==> src/rtl/mux_selftest_seq_if.sv <==
// Bus between the mux self-test sequencer and its controller/mux-under-test.
interface mux_selftest_seq_if;
  localparam int unsigned CNT_W = 4;
  localparam int unsigned VEC_W = 3;

  logic             start;
  logic             a;
  logic             b;
  logic             c;
  logic             z;
  logic             busy;
  logic             done;
  logic             pass;
  logic [CNT_W-1:0] fail_count;
  logic [VEC_W-1:0] first_fail_vec;

  modport master (
    output start, z,
    input  a, b, c, busy, done, pass, fail_count, first_fail_vec
  );

  modport slave (
    input  start, z,
    output a, b, c, busy, done, pass, fail_count, first_fail_vec
  );
endinterface

==> src/rtl/mux_selftest_seq.sv <==
// Sequencer that walks all eight {a,b,c} vectors through a 2:1 mux and
// reports mismatches of z against c ? b : a.
module mux_selftest_seq #(
  parameter int unsigned SETTLE = 1
) (
  input logic               clk,
  input logic               reset,
  mux_selftest_seq_if.slave bus
);
  localparam int unsigned CNT_W = 4;
  localparam int unsigned VEC_W = 3;

  typedef enum logic [2:0] {IDLE, DRIVE, WAIT, CHECK, FIN} state_t;

  state_t           state;
  state_t           state_nxt;
  logic [VEC_W-1:0] idx;
  logic [CNT_W-1:0] settle_cnt;
  logic             busy_nxt;
  logic             done_nxt;
  logic             mismatch_c;

  // Case-inequality so an unknown z is treated as a failure in simulation.
  assign mismatch_c = (bus.z !== (bus.c ? bus.b : bus.a));

  // State register, with busy/done flopped from the next-state decode.
  always_ff @(posedge clk or posedge reset) begin
    if (reset) begin
      state    <= IDLE;
      bus.busy <= 1'b0;
      bus.done <= 1'b0;
    end else begin
      state    <= state_nxt;
      bus.busy <= busy_nxt;
      bus.done <= done_nxt;
    end
  end

  // Next-state logic.
  always_comb begin
    state_nxt = state;
    case (state)
      IDLE:    if (bus.start) state_nxt = DRIVE;
      DRIVE:   state_nxt = WAIT;
      WAIT:    if (settle_cnt == '0) state_nxt = CHECK;
      CHECK:   state_nxt = (idx == VEC_W'(7)) ? FIN : DRIVE;
      FIN:     state_nxt = IDLE;
      default: state_nxt = IDLE;
    endcase
  end

  // Output decode, registered above.
  always_comb begin
    busy_nxt = 1'b0;
    done_nxt = 1'b0;
    case (state_nxt)
      DRIVE, WAIT, CHECK: busy_nxt = 1'b1;
      FIN:                done_nxt = 1'b1;
      default:            ;
    endcase
  end

  // Vector drive, settle timing and result bookkeeping.
  always_ff @(posedge clk or posedge reset) begin
    if (reset) begin
      idx                 <= '0;
      settle_cnt          <= '0;
      bus.a               <= 1'b0;
      bus.b               <= 1'b0;
      bus.c               <= 1'b0;
      bus.pass            <= 1'b0;
      bus.fail_count      <= '0;
      bus.first_fail_vec  <= '0;
    end else begin
      case (state)
        IDLE: begin
          {bus.a, bus.b, bus.c} <= '0;
          if (bus.start) begin
            idx                <= '0;
            bus.pass           <= 1'b0;
            bus.fail_count     <= '0;
            bus.first_fail_vec <= '0;
          end
        end
        DRIVE: begin
          {bus.a, bus.b, bus.c} <= idx;
          settle_cnt            <= CNT_W'(SETTLE - 1);
        end
        WAIT: begin
          if (settle_cnt != '0) settle_cnt <= settle_cnt - CNT_W'(1);
        end
        CHECK: begin
          if (mismatch_c) begin
            bus.fail_count <= bus.fail_count + CNT_W'(1);
            if (bus.fail_count == '0) bus.first_fail_vec <= idx;
          end
          if (idx != VEC_W'(7)) idx <= idx + VEC_W'(1);
        end
        FIN: begin
          bus.pass <= (bus.fail_count == '0);
        end
        default: ;
      endcase
    end
  end
endmodule

==> src/flat_wrapper.sv <==
// flat-port wrapper written by rule: the top's interface ports become plain ports
module mux_selftest_seq_flat 
#(
  parameter int unsigned SETTLE = 1
)
  (clk, reset, bus_start, bus_z, bus_a, bus_b, bus_c, bus_busy, bus_done, bus_pass, bus_fail_count, bus_first_fail_vec);
  mux_selftest_seq_if bus_i ();
  input logic clk;
  input logic reset;
  input wire logic [$bits(bus_i.start)-1:0] bus_start;
  input wire logic [$bits(bus_i.z)-1:0] bus_z;
  output wire logic [$bits(bus_i.a)-1:0] bus_a;
  output wire logic [$bits(bus_i.b)-1:0] bus_b;
  output wire logic [$bits(bus_i.c)-1:0] bus_c;
  output wire logic [$bits(bus_i.busy)-1:0] bus_busy;
  output wire logic [$bits(bus_i.done)-1:0] bus_done;
  output wire logic [$bits(bus_i.pass)-1:0] bus_pass;
  output wire logic [$bits(bus_i.fail_count)-1:0] bus_fail_count;
  output wire logic [$bits(bus_i.first_fail_vec)-1:0] bus_first_fail_vec;
  assign bus_i.start = bus_start;
  assign bus_i.z = bus_z;
  assign bus_a = bus_i.a;
  assign bus_b = bus_i.b;
  assign bus_c = bus_i.c;
  assign bus_busy = bus_i.busy;
  assign bus_done = bus_i.done;
  assign bus_pass = bus_i.pass;
  assign bus_fail_count = bus_i.fail_count;
  assign bus_first_fail_vec = bus_i.first_fail_vec;
  mux_selftest_seq #(.SETTLE(SETTLE)) u_core (.clk(clk), .reset(reset), .bus(bus_i));
endmodule
==> config.mk <==
export PLATFORM = sky130hd
export DESIGN_NAME = mux_selftest_seq_flat
export DESIGN_NICKNAME = d
export VERILOG_FILES = /design/src/rtl/mux_selftest_seq_if.sv /design/src/rtl/mux_selftest_seq.sv /design/src/flat_wrapper.sv
export SDC_FILE = /design/constraint.sdc
export NUM_CORES = 1
export LEC_CHECK = 0
export CORE_MARGIN = 8
export CORE_UTILIZATION = 56
export CTS_CLUSTER_DIAMETER = 30
export CTS_CLUSTER_SIZE = 24
export DETAILED_ROUTE_END_ITERATION = 12
export PLACE_DENSITY = 0.9
export REMOVE_ABC_BUFFERS = 1
export SETUP_SLACK_MARGIN = 0.15
export SLEW_MARGIN = 0
export SYNTH_ARGS = -nofsm -noshare
export SYNTH_HDL_FRONTEND = slang
export SYNTH_SLANG_ARGS = --single-unit
==> constraint.sdc <==
create_clock -name clk -period 3.9 [get_ports clk]
set_input_delay 0.39 -clock clk [delete_from_list [all_inputs] [get_ports clk]]
set_output_delay 0.39 -clock clk [all_outputs]
set_load 0.02 [all_outputs]
==> flow_summary.json <==
{
  "status": "completed",
  "ys_types": 27,
  "drc_errors": 0,
  "hp-class": "register to register",
  "worstMarginPinSlew_ps": 840.7,
  "dpl_worst_slack_ps": 1723,
  "syn_inst": 117,
  "ys_warn_count": 0,
  "final_max_slew_viol_count": 0,
  "finalNetCount": 142,
  "vdd_drop_max_mv": 0.3927,
  "wl_per_cell_um": 14.47,
  "grt_overflow": 0,
  "cp_num_buf_inv": 0,
  "hold_viol": 0,
  "setup_violations": 0,
  "maxCapViolations": 0,
  "cp.arrival_ps": 2290,
  "syn2layout_area_growth_pct": 16.74,
  "synth.mux.area_fraction": 0.06413,
  "drt_wl_total_mm": 2.286,
  "slew_headroom": 0.4389,
  "r2r-start": "u_core.state[0]",
  "cp.required_ps": 4130,
  "post_cts_resized": 0,
  "grt_max_degree": 24,
  "p_per_area_mw_per_mm2": 637.0,
  "layout-drive-gt1-share": 0.04580,
  "critPathCaptureType": "register",
  "syn_area_sq_mm": 0.001151,
  "cp_max_fo": 18,
  "cts.repair_timing.setup_buffer_count": 0,
  "die_h_um": 61.34,
  "synthSimpleGateAreaFrac": 0.2141,
  "power_uw": 856.0,
  "antenna_left": 0,
  "ys_ff_latch": 23,
  "antenna_cells": 0,
  "r2r_cells": 4,
  "synth.avg_cell_area_sq_um": 9.838,
  "grt_use_total": 0.1448,
  "antenna_found_initial": 0,
  "first_pass_iters": 4,
  "crit_family": "simple AND/OR/NAND/NOR gates",
  "rrSetupSlack_ps": 1840,
  "portBuffers": 16,
  "cpPeakStageDelay_ps": 690,
  "synth_xor_area_frac": 0.02283,
  "insertion_delay_ps": 320,
  "hpwl_mm": 1.636,
  "start_util": 0.5928,
  "coreArea_sq_mm": 0.001942,
  "worstHoldStart": "u_core.bus.pass",
  "max_clock_freq_mhz": 486.5,
  "grt_pass1_wl_mm": 4.029,
  "holdPathStages": 2,
  "period_share": 0.5271,
  "whs_endpoint": "u_core.bus.pass",
  "first_iter_violations": 18,
  "fin_skew_ps": 9.831,
  "root_buffer": "clkbuf_4",
  "whs_ps": 491.9,
  "p_leak_uw": 0.0006275,
  "clkTransAtPathRegs_ps": 130,
  "dieArea_sq_mm": 0.003763,
  "start_kind": "register",
  "die-width_um": 61.34,
  "final.setup.tns_ps": 0,
  "yosys.area_share.adder": 0.06522,
  "nFillCells": 157,
  "ctsHoldBuffers": 0,
  "grt_pass1_vias": 876,
  "synth_top_family_by_area": "simple AND/OR/NAND/NOR gates",
  "cts_max_path_buffers": 2,
  "r2r_end": "u_core.bus.first_fail_vec[2]",
  "via_count": 850,
  "synth_compound_area_frac": 0.07717,
  "via_per_inst": 5.380,
  "worstSetupPathType": "register to register",
  "gp_congestion": 0.7832,
  "final_util": 0.6920,
  "yosysSeqAreaShare": 0.5000,
  "worst_path_max_delay_cell": "dfrtp_1",
  "cts.sinks": 23,
  "rsz0062_at_grt": "no",
  "worst_slack_ps": 1844,
  "cts_tree": "built",
  "io_pins": 17,
  "rows": 16,
  "cts_buffers": 3,
  "min_period_ps": 2056,
  "htreeDepth": 1,
  "path_cells": "and4bb_2, mux2i_2, or4b_1, mux2i_1"
}
-- cell usage after synthesis --
cell,count,area share
a21oi_1,2,0.0087
a311oi_1,1,0.0076
and4b_1,3,0.026
and4bb_2,1,0.011
buf_2,1,0.0043
buf_4,1,0.0065
clkbuf_1,4,0.013
dfrtp_1,23,0.50
ha_1,6,0.065
inv_1,10,0.033
mux2i_1,6,0.052
mux2i_2,1,0.012
nand2_1,18,0.059
nand3_1,10,0.043
nand3b_1,2,0.013
nand4_1,1,0.0054
nor2_1,5,0.016
nor3_1,2,0.0087
nor3b_1,1,0.0065
nor4bb_1,1,0.0087
o211ai_1,1,0.0065
o21ai_0,11,0.048
o31ai_1,1,0.0065
or3b_2,1,0.0076
or4b_1,1,0.0087
xnor2_1,1,0.0076
xor2_1,2,0.015
-- power by group --
group          switching, uW  internal, uW
Sequential              94.4           301
Combinational            188           159
Clock                   72.6          40.0
Total                    355           501
-- metal layers --
layer | vias to the layer above | routed length, um | GRT usage
li1 | 430 | - | -
met1 | 396 | 1030 | 0.1738
met2 | 17 | 1076 | 0.2328
met3 | 7 | 126 | 0.03758
met4 | 0 | 53 | 0.07468
met5 | - | 0 | 0
-- registers in the layout (all words and copies together) (netlist names) --
| signal | flops |
|---|---|
| u_core.state | 3 |
| u_core.bus.fail_count | 4 |
| u_core.bus.a | 1 |
| u_core.bus.b | 1 |
| u_core.bus.first_fail_vec | 3 |
| u_core.idx | 3 |
| u_core.settle_cnt | 4 |
| u_core.bus.pass | 1 |
| u_core.bus.c | 1 |
| u_core.bus.busy | 1 |
| u_core.bus.done | 1 |
-- cell type report --
cell class              count  area, sq um  share of cell area
multi-input cells          78        510.5              0.3799
clock buffers               4        26.28             0.01955
well taps                  27        33.78             0.02514
flip-flops and latches     23        575.6              0.4283
repair buffers             16        160.2              0.1192
inverters                  10        37.54             0.02793
-- cell families (layout without fill, tap and decap cells) --
group                    count (synthesis)  count (layout)
multiplexers                             7               7
AND/OR/NAND/NOR                         46              46
buffers and inverters                   16              30
XOR/XNOR                                 3               3
AO/OA/AOI/OAI                           16              16
flip-flops                              23              23
adder cells (fa/ha/maj)                  6               6
-- how the worst max path moves through the flow --
stage                    start                      endpoint  slack (ps)  cells after the start
6_report       u_core.state[0]  u_core.bus.first_fail_vec[2]        1840                      4
5_1_grt        u_core.state[0]  u_core.bus.first_fail_vec[2]        1710                      4
4_1_cts        u_core.state[0]  u_core.bus.first_fail_vec[2]        1860                      4
3_5_place_dp             bus_z  u_core.bus.first_fail_vec[2]        1720                      5
3_3_place_gp             bus_z  u_core.bus.first_fail_vec[1]        1780                      5
2_1_floorplan  u_core.state[0]  u_core.bus.first_fail_vec[0]        2090                      4
-- layout by cell type (no fill, tap or decap) --
cell type        Yosys  final
a21oi_1              2      2
a311oi_1             1      1
and4b_1              3      3
and4bb_2             1      1
clkbuf_1             4      1
clkbuf_4             0      3
clkdlybuf4s50_1      0     16
dfrtp_1             23     23
ha_1                 6      6
inv_1               10     10
mux2i_1              6      6
mux2i_2              1      1
nand2_1             18     18
nand3_1             10     10
nand3b_1             2      2
nand4_1              1      1
nor2_1               5      5
nor3_1               2      2
nor3b_1              1      1
nor4bb_1             1      1
o211ai_1             1      1
o21ai_0             11     11
o31ai_1              1      1
or3b_2               1      1
or4b_1               1      1
xnor2_1              1      1
xor2_1               2      2
-- stage by stage --
step,cell area (sq um),std cells
6_report,1344,158
5_1_grt,1344,158
4_1_cts,1344,158
3_5_place_dp,1318,154
3_3_place_gp,1318,154
2_1_floorplan,1124,111
-- worst reg2reg max path: stages (launching register included) --
cell and delay, ps:
dfrtp_1 690, and4bb_2 320, mux2i_2 130, or4b_1 630
mux2i_1 210
(Power assumes the default switching activity.)
